[src/rtl/key_cmd_scheduler.sv]
// key_cmd_scheduler: queues keyboard direction commands and applies one per game tick.
// Define KEY_CMD_REVERSE_BLOCK_EN to discard popped directions that reverse cur_dir.
module key_cmd_scheduler #(
  parameter int QDEPTH = 4
) (
  input  logic                      clk,
  input  logic                      rst,
  input  logic                      key_valid,
  input  logic [8:0]                last_change,
  input  logic                      key_down,
  input  logic                      tick,
  output logic [1:0]                cur_dir,
  output logic                      step,
  output logic [1:0]                state,
  output logic [$clog2(QDEPTH):0]   q_count,
  output logic                      overflow
);
  localparam int AW = $clog2(QDEPTH);
  typedef enum logic [1:0] {IDLE = 2'd0, RUN = 2'd1, PAUSED = 2'd2} state_t;
  state_t st, st_nxt;
  logic [1:0] mem [QDEPTH];
  logic [AW-1:0] wr_ptr, rd_ptr;
  logic [7:0] code;
  logic [1:0] dir, tail, head;
  logic acc, is_dir, is_space, empty, full, push_req, do_push, pop, apply;
  always_comb begin
    code = last_change[7:0];
    is_dir = code == 8'h1D || code == 8'h1B || code == 8'h1C || code == 8'h23;
    is_space = code == 8'h29;
    dir = code == 8'h1D ? 2'd0 : code == 8'h1B ? 2'd1 : code == 8'h1C ? 2'd2 : 2'd3;
    empty = q_count == '0;
    full = q_count == (AW+1)'(QDEPTH);
    head = mem[rd_ptr];
    // with an empty queue the duplicate filter compares against the applied direction
    tail = empty ? cur_dir : mem[wr_ptr - 1'b1];
  end
`ifdef KEY_CMD_REVERSE_BLOCK_EN
  assign apply = head != {cur_dir[1], ~cur_dir[0]};
`else
  assign apply = 1'b1;
`endif
  always_ff @(posedge clk)
    if (rst) st <= IDLE;
    else st <= st_nxt;
  always_comb
    st_nxt = !acc ? st :
             (st == IDLE && is_dir) ? RUN :
             (st == RUN && is_space) ? PAUSED :
             (st == PAUSED && is_space) ? RUN : st;
  always_comb begin
    acc = key_valid & key_down & ~last_change[8];
    pop = tick & (st == RUN) & ~empty;
    push_req = acc & is_dir & (dir != tail);
    // a full queue still accepts a push when the same edge pops
    do_push = push_req & (~full | pop);
    state = st;
  end
  always_ff @(posedge clk)
    if (do_push && !rst) mem[wr_ptr] <= dir;
  always_ff @(posedge clk)
    if (rst) begin
      wr_ptr <= '0;
      rd_ptr <= '0;
      q_count <= '0;
      cur_dir <= 2'd0;
      step <= 1'b0;
      overflow <= 1'b0;
    end else begin
      step <= tick & (st == RUN);
      if (do_push) wr_ptr <= wr_ptr + 1'b1;
      if (pop) rd_ptr <= rd_ptr + 1'b1;
      if (pop && apply) cur_dir <= head;
      q_count <= q_count + (AW+1)'(do_push) - (AW+1)'(pop);
      if (push_req && !do_push) overflow <= 1'b1;
    end
endmodule

[config.mk]
export PLATFORM = sky130hd
export DESIGN_NAME = key_cmd_scheduler
export DESIGN_NICKNAME = d
export VERILOG_FILES = /design/src/rtl/key_cmd_scheduler.sv
export SDC_FILE = /design/constraint.sdc
export NUM_CORES = 1
export LEC_CHECK = 0
export BUFFER_PORTS_ARGS = -buffer_cell sky130_fd_sc_hd__buf_2
export CAP_MARGIN = 20
export CORE_MARGIN = 2
export CORE_UTILIZATION = 54
export CTS_CLUSTER_DIAMETER = 80
export DETAILED_ROUTE_END_ITERATION = 6
export GPL_ROUTABILITY_DRIVEN = 0
export PLACE_DENSITY = 0.78
export SLEW_MARGIN = 20
export SYNTH_ARGS = -nofsm -noshare
export SYNTH_HDL_FRONTEND = slang
export SYNTH_SLANG_ARGS = --single-unit
export TNS_END_PERCENT = 30
[constraint.sdc]
create_clock -name clk -period 4 [get_ports clk]
set_clock_uncertainty 0.15 [all_clocks]
set_input_delay 0.4 -clock clk [delete_from_list [all_inputs] [get_ports clk]]
set_output_delay 0.4 -clock clk [all_outputs]
set_load 0.05 [all_outputs]
### Word-level counts from Yosys, hierarchy flattened

Memories as Yosys holds them, arrays and structs flattened. A register that Yosys moved wholly into a read port is not among the register bits.
Index checks and enable logic that the tools add are counted.

* memories: 1
* output and inout bits: 9
* register bits: 11
* bits in writable memories: 8
* bits of input ports: 14

Memories
* mem: words 4, width 2, rd ports 2, clocked after memory_dff 1, wr ports 1, line 21 `logic [1:0] mem [QDEPTH];`

* reductions and logical operators: 14
* bitwise logic cells: 11
* muxes and demuxes: 9
* add/subtract/negate cells: 5
* eq/ne operators: 9

Operators with widths (number)
* 8-bit by 5-bit == test with 1-bit output (second input constant): 3
* 8-bit by 6-bit == test with 1-bit output (second input constant): 2
* 2-bit 2-to-1 mux: 6
* 1-bit bitwise AND: 7
* 1-bit logical AND: 5
* 2-bit by 1-bit adder with 2-bit output (second input constant): 2
* 3-bit by 1-bit adder with 3-bit output: 1
* 3-bit == test (second input constant): 1
* 3-bit zero test: 1
* 1-bit logical OR: 3
* 1-bit 2-to-1 mux: 3
* 1-bit inverter: 3
* 3-bit nonzero test: 1
* 3-bit by 1-bit subtractor with 3-bit output: 1
* 2-bit by 1-bit == test with 1-bit output (second input constant): 1
* 2-bit == test (second input constant): 1
* 1-bit zero test: 2
* 2-bit zero test: 1
* 2-bit != test: 1
* 2-bit AND reduction: 1
* 2-bit by 1-bit subtractor with 2-bit output (second input constant): 1
* 1-bit bitwise OR: 1

### Logic depth before layout (Yosys ltp)

Gate-level depths: netlist of run 1.

* word-level depth: 10
* gate-level depth with buffers: 13
* gate-level depth less buffers: 13

### Worst setup path before layout of run 1

No wires, ideal clock.

* path type: input -> register
* from: in last_change[5]
* to: reg q_count[2]
* setup slack: 745 ps
* setup time: 128 ps
* arrival: 2977 ps
* stages on the path: 12
* path through: or4b_4 > or3_1 > buf_2 > xor2_1 > a21o_1 > ha_1 > inv_1 > ha_1 > fa_1 > xnor2_1 > xnor2_1 > nor2_1

* cells in the longest elaborated chain, start to end: 9
* elaborated cells between the ends (all ways): 16

Ends and longest elaborated chain
* from (decl): line 9 `input logic [8:0] last_change,`
* 8-bit by 5-bit == test with 1-bit output: line 30 `dir = code == 8'h1D ? 2'd0 : code == 8'h1B ? 2'd1 : code == 8'h1C ? 2'd2 : 2'd3;`
* 1-bit 2-to-1 mux: line 30
* 2-bit 2-to-1 mux: line 30
* 2-bit 2-to-1 mux (*): line 30
* net dir[0]: line 24 `logic [1:0] dir, tail, head;`
* 2-bit != test (*): line 53 `push_req = acc & is_dir & (dir != tail);`
* 1-bit bitwise AND (*): line 53
* 1-bit bitwise AND (*): line 55 `do_push = push_req & (~full | pop);`
* 3-bit by 1-bit adder with 3-bit output (*): line 73 `q_count <= q_count + (AW+1)'(do_push) - (AW+1)'(pop);`
* 3-bit by 1-bit subtractor with 3-bit output (*): line 73
* to (signal assigned): line 73
* to (decl): line 15 `output logic [$clog2(QDEPTH):0] q_count,`

Mark *: on every way through the listed nets, which the timed path passes. The rest lies on a longest branch.
A chain may end at the register's enable or synchronous reset.

### Worst setup path in the final report of run 1

* from: reg wr_ptr[0]
* to: reg q_count[2]

* cells in the longest elaborated chain, start to end: 8

Ends and longest elaborated chain
* from (decl): line 22 `logic [AW-1:0] wr_ptr, rd_ptr;`
* from (signal assigned): line 70 `if (do_push) wr_ptr <= wr_ptr + 1'b1;`
* 2-bit by 1-bit subtractor with 2-bit output: line 35 `tail = empty ? cur_dir : mem[wr_ptr - 1'b1];`
* memory 4 x 2 bit
* 2-bit 2-to-1 mux: line 35
* 2-bit != test: line 53
* 1-bit bitwise AND: line 53
* 1-bit bitwise AND: line 55
* 3-bit by 1-bit adder with 3-bit output: line 73
* 3-bit by 1-bit subtractor with 3-bit output: line 73

Every way passes these cells.

==> results of run 1 <==
==> area by class of cell <==
type                    instances  area (µm²)  share of cell area
multi-input cells              82         634               0.467
flip-flops and latches         21         500               0.368
repair buffers                 22         110              0.0810
inverters                      13        48.8              0.0359
well taps                      28        35.0              0.0258
clock buffers                   3        22.5              0.0166
clock inverters                 1        7.51             0.00552
==> cell families (layout without fill, tap and decap cells) <==
family / count (synthesis) / in the layout / share of synthesized area
AND/OR/NAND/NOR: 43 / 43 / 0.186
XOR/XNOR: 7 / 7 / 0.0514
adder cells (fa/ha/maj): 7 / 7 / 0.0797
multiplexers: 8 / 8 / 0.116
buffers and inverters: 15 / 39 / 0.0483
flip-flops: 21 / 21 / 0.420
AO/OA/AOI/OAI: 17 / 17 / 0.0986
==> critical path: stages (launching register included) <==
cell and delay (ns):
dfxtp_1 0.51, inv_1 0.14, ha_1 0.38, mux4_2 0.32
mux2i_2 0.26, xor2_1 0.16, a21o_1 0.21, ha_1 0.27
inv_1 0.04, ha_1 0.19, fa_1 0.39, xnor2_1 0.20
xnor2_1 0.14, nor2_1 0.05
==> Yosys cell counts (4+ instances only) <==
cell type / n / area (µm²)
nand2_1: 13 / 48.8
o21ai_0: 4 / 20.0
nor2_1: 14 / 52.6
xnor2_1: 5 / 43.8
ha_1: 6 / 75.1
edfxtp_1: 8 / 240
inv_1: 13 / 48.8
mux4_2: 4 / 90.1
dfxtp_1: 13 / 260
a21oi_1: 4 / 20.0
==> registers in the layout, summed over array words and instances, names as in the netlist <==
register / count
rd_ptr: 2
overflow: 1
cur_dir: 2
wr_ptr: 2
mem: 8
step: 1
q_count: 3
state: 2
==> where the power goes <==
part / total, mW / internal [mW] / leakage [nW] / switching, mW
combinational: 0.0184 / 0.00823 / 0.338 / 0.0102
sequential: 0.221 / 0.220 / 0.194 / 0.000187
clock: 0.113 / 0.0384 / 0.0139 / 0.0742
total: 0.352 / 0.267 / 0.546 / 0.0846
==> routing by layer <==
metal | up-vias | routed length [µm] | global-route usage
met4 | 0 | 44 | 0.0946
met5 | - | 0 | 0
li1 | 457 | - | -
met2 | 27 | 1330 | 0.396
met1 | 442 | 987 | 0.225
met3 | 4 | 106 | 0.0526
==> path summary, 6_finish.rpt <==
path         depth (start not counted)  slack, ns         end
max reg2reg                         13       0.49  q_count[2]
max                                 13       0.49  q_count[2]
min reg2reg                          1       0.35    overflow
min                                  2       0.25  q_count[2]
==> results.ini, run 1 <==
[sta]
setup_viol = 0
tightest_slew_ns = 0.440
max_freq_mhz = 285
fin_crit_ns = 3.51
hold_violations = 0
rsz0062_at_grt = no
fin_hold_ws_ns = 0.252
finalCritPeriodShare = 0.877
tns_ns = 0
relSlewSlack = 0.705
fin_ws_ns = 0.494
drv_slew = 0

[cells_and_area]
antenna_cells = 0
fillers = 191
mostFrequentLayoutCell = buf_2
nets = 164
fin_cells = 170
drive_above_1_share = 0.261
synthToLayoutAreaGrowth_pct = 14.0
stdcell_area_mm2 = 0.00136
final_cell_mix = 22 x buf_2, 14 x nor2_1, 13 x inv_1, 13 x nand2_1, 13 x dfxtp_1
fin_util = 0.632

[place]
placedCellCount = 166
place_area_mm2 = 0.00133
post-place-ws_ns = 0.482
io_buffers = 22
dpl.hpwl_mm = 1.97

[synth]
ys_types = 35
syn_avg_cell_area_um2 = 10.1
synthFlopType = dfxtp_1
synth_edf_count = 8
syn_inst = 118
async_reset_ff_frac = 0
syn_area_mm2 = 0.00119
syn_nets = 139
yosysWarnings = 0
seq_area_frac_synth = 0.420
synth_seq_cells = 21

[pwr]
ir_drop_v = 0.000195
leakage_nw = 0.546
p_total_mw = 0.352
power_density_mw_per_mm2 = 259

[min_path]
hold_class = input port to flip-flop
holdCritStartpoint = rst

[setup_path]
crit_start = wr_ptr[0]
arrival_ns = 3.58
critPathRequiredTime_ns = 4.07
crit_fanout = 6
critPathKind = flip-flop to flip-flop
end_kind = flip-flop
cp-start-kind = flip-flop
worstReg2RegStart = wr_ptr[0]

[clock_network]
hold_buffers = 0
cts.htree.levels = 1
cts_resized = 0
post_cts_buffers = 0
cts_tree = done
clock-sinks = 21
clk_path_buf_depth = 2
cts_buffers = 3
clk_pin_slew_worst_paths_ns = 0.13
root_buffer = clkbuf_4
clkLatencyLatePin_ns = 0.33

[run]
drv_cap = 0

[global_routing]
antenna_found_initial = 0
grt_pass1_vias = 902
grt_usage = 0.214
grt_pass1_wl_mm = 3.96
overflow = 0
grt_max_degree = 14

[status]
status = complete, no violations

[routing]
vias = 930
wire_per_inst_um = 14.5
drt_iter0_drc = 13
dr.pass1.iters = 4
antenna_left = 0
drt_wl_total_mm = 2.46
route.detailed.drc = 0
avgViaCountPerCell = 5.47

[floorplan]
design.portCount = 23
die_h_um = 51.0
die-area_mm2 = 0.00260
die-width_um = 51.0
fp-row-count = 17
initial_core_util = 0.555
core_area_mm2 = 0.00215

(Power assumes the default switching activity.)
==> inputs of run 2 (changes only) <==
- CORE_UTILIZATION: 54 -> 56
- CTS_BUF_LIST: default -> sky130_fd_sc_hd__clkbuf_4
- HOLD_SLACK_MARGIN: default -> 0.12
- PLACE_DENSITY: 0.78 -> 0.81
==> run 2 against run 1 <==
Worst setup slack improved by 0.054 ns; register-to-register slack improved by 0.05 ns; maximum frequency grew 1.6%; largest power group unchanged; highest routed layer unchanged; sequential share of layout area about the same.
==> results.ini, run 2 (same netlist as run 1, synthesis figures left out) <==
[status]
status = complete, no violations

[sta]
fin_crit_ns = 3.45
finalCritPeriodShare = 0.863
setup_viol = 0
max_freq_mhz = 290
tightest_slew_ns = 0.470
relSlewSlack = 0.684
hold_violations = 0
tns_ns = 0
rsz0062_at_grt = no
drv_slew = 0
fin_hold_ws_ns = 0.269
fin_ws_ns = 0.548

[clock_network]
cts_buffers = 3
clk_pin_slew_worst_paths_ns = 0.12
clkLatencyLatePin_ns = 0.31
cts.htree.levels = 1
root_buffer = clkbuf_4
cts_tree = done
cts_resized = 0
clk_path_buf_depth = 2
clock-sinks = 21
hold_buffers = 0
post_cts_buffers = 0

[cells_and_area]
antenna_cells = 0
nets = 164
stdcell_area_mm2 = 0.00136
drive_above_1_share = 0.261
final_cell_mix = 22 x buf_2, 14 x nor2_1, 13 x inv_1, 13 x nand2_1, 13 x dfxtp_1
synthToLayoutAreaGrowth_pct = 13.9
fin_cells = 169
mostFrequentLayoutCell = buf_2
largest_register_ffs = 8
regMostFlops = mem
top_regs = mem (8), q_count (3)

[floorplan]
die-width_um = 50.1
core_area_mm2 = 0.00198
fp-row-count = 16
design.portCount = 23
initial_core_util = 0.602
die_h_um = 50.1
die-area_mm2 = 0.00251

[run]
drv_cap = 0

[routing]
drt_wl_total_mm = 2.19
drt_iter0_drc = 15
antenna_left = 0
wire_per_inst_um = 12.9
dr.pass1.iters = 4
vias = 920
route.detailed.drc = 0
avgViaCountPerCell = 5.44

[global_routing]
grt_max_degree = 14
overflow = 0
grt_pass1_vias = 898
grt_pass1_wl_mm = 3.73
antenna_found_initial = 0
grt_usage = 0.196

[setup_path]
end_kind = flip-flop
critPathKind = flip-flop to flip-flop
crit_fanout = 6
cp-start-kind = flip-flop
critPathRequiredTime_ns = 4.06
arrival_ns = 3.51

[pwr]
power_density_mw_per_mm2 = 255
ir_drop_v = 0.000179
leakage_nw = 0.546

[place]
post-place-ws_ns = 0.515
placedCellCount = 165
dpl.hpwl_mm = 1.78
io_buffers = 22
place_area_mm2 = 0.00133

[min_path]
hold_class = input port to flip-flop

## run 2: cell counts in the layout (fill, tap and decap cells not counted)
No cell type changed its count.
## run 2: through the flow
step | total power [mW] | utilization
after global placement | 0.243 | 0.670
final | 0.347 | 0.685
after global routing | 0.358 | 0.685
after detailed placement | 0.244 | 0.670
after floorplan | 0.234 | -
after CTS | 0.348 | 0.685
## run 2: final cells by class
cell class | count | area [µm²]
fillers | 158 | 624
clock buffers | 3 | 22.5
repair buffers | 22 | 110
inverters | 13 | 48.8
multi-input cells | 82 | 634
clock inverters | 1 | 7.51
flip-flops and latches | 21 | 500
well taps | 27 | 33.8
## run 2: final timing paths
check,start,endpoint,slack (ns),cells after the start
worst max register to register,wr_ptr[0],q_count[2],0.55,13
worst min register to register,overflow,overflow,0.33,1
worst min-delay path,rst,q_count[2],0.27,2
worst max-delay path,wr_ptr[0],q_count[2],0.55,13
## run 2: worst max-delay path: stages, from the launching register on
cell and delay (ns):
dfxtp_1 0.51, inv_1 0.13, ha_1 0.36, mux4_2 0.32, mux2i_2 0.25, xor2_1 0.15, a21o_1 0.21, ha_1 0.27
inv_1 0.04, ha_1 0.18, fa_1 0.38, xnor2_1 0.21, xnor2_1 0.14, nor2_1 0.05
## run 2: layer usage
metal / wire length [µm] / up-vias / track usage
met3: 89 / 3 / 0.0268
met4: 25 / 0 / 0.0694
li1: - / 457 / -
met5: 0 / - / 0
met1: 950 / 436 / 0.231
met2: 1120 / 24 / 0.362
## run 2: power breakdown
part	total [mW]	leakage (nW)	switching [mW]	internal, mW
Sequential	0.221	0.194	0.000180	0.220
Combinational	0.0184	0.338	0.0102	0.00823
Clock	0.108	0.0139	0.0695	0.0381
==> inputs of run 3 (changes only) <==
- ABC_AREA: default -> 1
- CORE_UTILIZATION: 56 -> 57
- REMOVE_ABC_BUFFERS: default -> 1
==> run 3 against run 2 <==
Worst setup slack improved by 0.30 ns; sequential share of layout area down 2.3 points; die area increased by 4.8%; total power rose by 2.3%; hold slack got worse by 0.10 ns; sequential cell count stayed put; first-iteration DRC count grew 110%.
==> results.ini, run 3 <==
[status]
status = complete, no violations

[setup_path]
r2r_end = q_count[2]
regToRegSetupSlack_ns = 0.85
crit_start = wr_ptr[0]
ff2ff_path_depth = 16
critPathMaxStageDelay_ns = 0.50
cp.buffers_inverters = 3
critical-path-top-delay-family = adder cells
end_kind = flip-flop
critPathRequiredTime_ns = 4.11
crit_chain = inv_2, ha_1, inv_1, nand3_1, nand3_2, nand2_2, nand2_2, nand2_2, nand2_4, nand3_4, ha_1, inv_1, ha_1, fa_1, or2_2, a21oi_1
crit_fanout = 8
arrival_ns = 3.26
cp-start-kind = flip-flop
worstReg2RegStart = wr_ptr[0]
cp.depth = 16
cp-endpoint = q_count[2]
critPathSlowestCell = dfxtp_1
critPathKind = flip-flop to flip-flop

[clock_network]
clk_path_buf_depth = 2
clkLatencyLatePin_ns = 0.32
cts_resized = 0
post_cts_buffers = 0
cts_buffers = 3
cts.htree.levels = 1
clock-sinks = 21
root_buffer = clkbuf_4
hold_buffers = 0
clk_pin_slew_worst_paths_ns = 0.12
cts_tree = done

[synth]
synth_top_family_by_area = simple AND/OR/NAND/NOR gates
synth_commonest_cells = 33 x nand2_1, 28 x inv_1, 25 x nor2_1, 13 x dfxtp_1
seq_area_frac_synth = 0.392
syn_area_mm2 = 0.00128
async_reset_ff_frac = 0
yosys-mux-area-fraction = 0
syn_inst = 168
synth_most_common_cell = nand2_1
ys_types = 29
synth_xor_xnor_area_share = 0.00686
yosysTopAreaCellShare = 0.204
synth_seq_cells = 21
syn_avg_cell_area_um2 = 7.60
synth_top_cell_by_area = dfxtp_1
synth_area_leaders = dfxtp_1 20%, edfxtp_1 19%, nand2_1 9.7%, inv_1 8.2%, nor2_1 7.3%
synth_fa_ha_area_frac = 0.0744
synth_compound_area_frac = 0.0764
yosysWarnings = 0
synthFlopType = dfxtp_1
synthSimpleGateAreaFrac = 0.353
synth_edf_count = 8

[place]
place_area_mm2 = 0.00142
io_buffers = 22
dpl.hpwl_mm = 2.17

[floorplan]
die_h_um = 51.3
die-area_mm2 = 0.00264
design.portCount = 23
fp-row-count = 17
core_area_mm2 = 0.00217
initial_core_util = 0.589
die-width_um = 51.3

[cells_and_area]
mostFrequentLayoutCell = nand2_1
antenna_cells = 0
largest_register_ffs = 8
regMostFlops = mem
stdcell_area_mm2 = 0.00145
nets = 215
drive_above_1_share = 0.249
final_cell_mix = 33 x nand2_1, 28 x inv_1, 25 x nor2_1
synthToLayoutAreaGrowth_pct = 13.4
top_regs = mem (8), q_count (3)

[global_routing]
grt_pass1_vias = 1052
overflow = 0
grt_usage = 0.233
grt_max_degree = 12
antenna_found_initial = 0
grt_pass1_wl_mm = 4.40

[routing]
antenna_left = 0
drt_iter0_drc = 32
avgViaCountPerCell = 5.10
route.detailed.drc = 0
vias = 1128
dr.pass1.iters = 4
drt_wl_total_mm = 2.67
wire_per_inst_um = 12.1

[min_path]
hold_class = input port to flip-flop
hold_path_depth = 2

[run]
drv_cap = 0

[sta]
setup_viol = 0
finalCritPeriodShare = 0.787
drv_slew = 0
relSlewSlack = 0.798
fin_crit_ns = 3.15
rsz0062_at_grt = no
max_freq_mhz = 317
tightest_slew_ns = 0.302
hold_violations = 0
tns_ns = 0

[pwr]
switching_power_mw = 0.0803
p_int_mw = 0.274
leakage_nw = 0.690
p_clk_frac = 0.323
comb_power_share = 0.055
seqPwrFrac = 0.622
p_sw_frac = 0.226
power_density_mw_per_mm2 = 245
ir_drop_v = 0.000217

run 3: cell types whose count changed after synthesis, sizes merged, moves of 3 or more:
cell / before / now
mux4: 4 / 0
nand3: 2 / 10
nand4: 0 / 5
xnor2: 5 / 0
inv: 13 / 31
mux2i: 3 / 0
nand2: 13 / 41
nor2: 14 / 28
or4b: 3 / 0
o21ai: 4 / 9
run 3: cell type report:
cell class | instances | area, µm²
tap | 28 | 35.0
sequential | 21 | 500
inverter | 32 | 121
fill | 190 | 721
clock buffer | 4 | 30.0
multi-input combinational | 114 | 652
timing repair buffer | 22 | 110
run 3: logic make-up after synthesis:
| family | after synthesis |
|---|---|
| flops | 21 |
| xor+xnor | 1 |
| fa+ha+maj | 7 |
| buf+inv | 33 |
| simple gates | 88 |
| compound gates | 18 |
run 3: stage by stage:
| step | hold slack, ns | power (mW) | instances | setup WS, ns | util |
|---|---|---|---|---|---|
| after floorplan | 0.319 | 0.235 | 167 | 1.14 | - |
| after global placement | 0.286 | 0.243 | 217 | 1.03 | 0.654 |
| after detailed placement | 0.288 | 0.245 | 217 | 0.897 | 0.654 |
| after CTS | 0.170 | 0.355 | 221 | 0.870 | 0.668 |
| after global routing | 0.172 | 0.368 | 221 | 0.673 | 0.668 |
| final | 0.167 | 0.354 | 221 | 0.850 | 0.668 |
run 3: worst min-delay path by stage:
stage	end	slack, ns	from
floorplan	overflow	0.32	rst
CTS	q_count[1]	0.17	rst
detailed placement	overflow	0.29	overflow
global placement	overflow	0.29	overflow
global route	overflow	0.17	rst
finish	q_count[1]	0.17	rst
run 3: layer usage:
metal | part of all wire | GRT usage
met5 | 0 | 0
met4 | 0.025 | 0.136
met3 | 0.036 | 0.0526
met1 | 0.42 | 0.266
met2 | 0.51 | 0.396
run 3: power groups by stage:
stage	clock (mW)	combinational [mW]	sequential, mW
global placement	0	0.0181	0.225
global route	0.125	0.0224	0.221
floorplan	0	0.00924	0.226
finish	0.114	0.0196	0.221
detailed placement	0	0.0195	0.225
CTS	0.115	0.0196	0.221
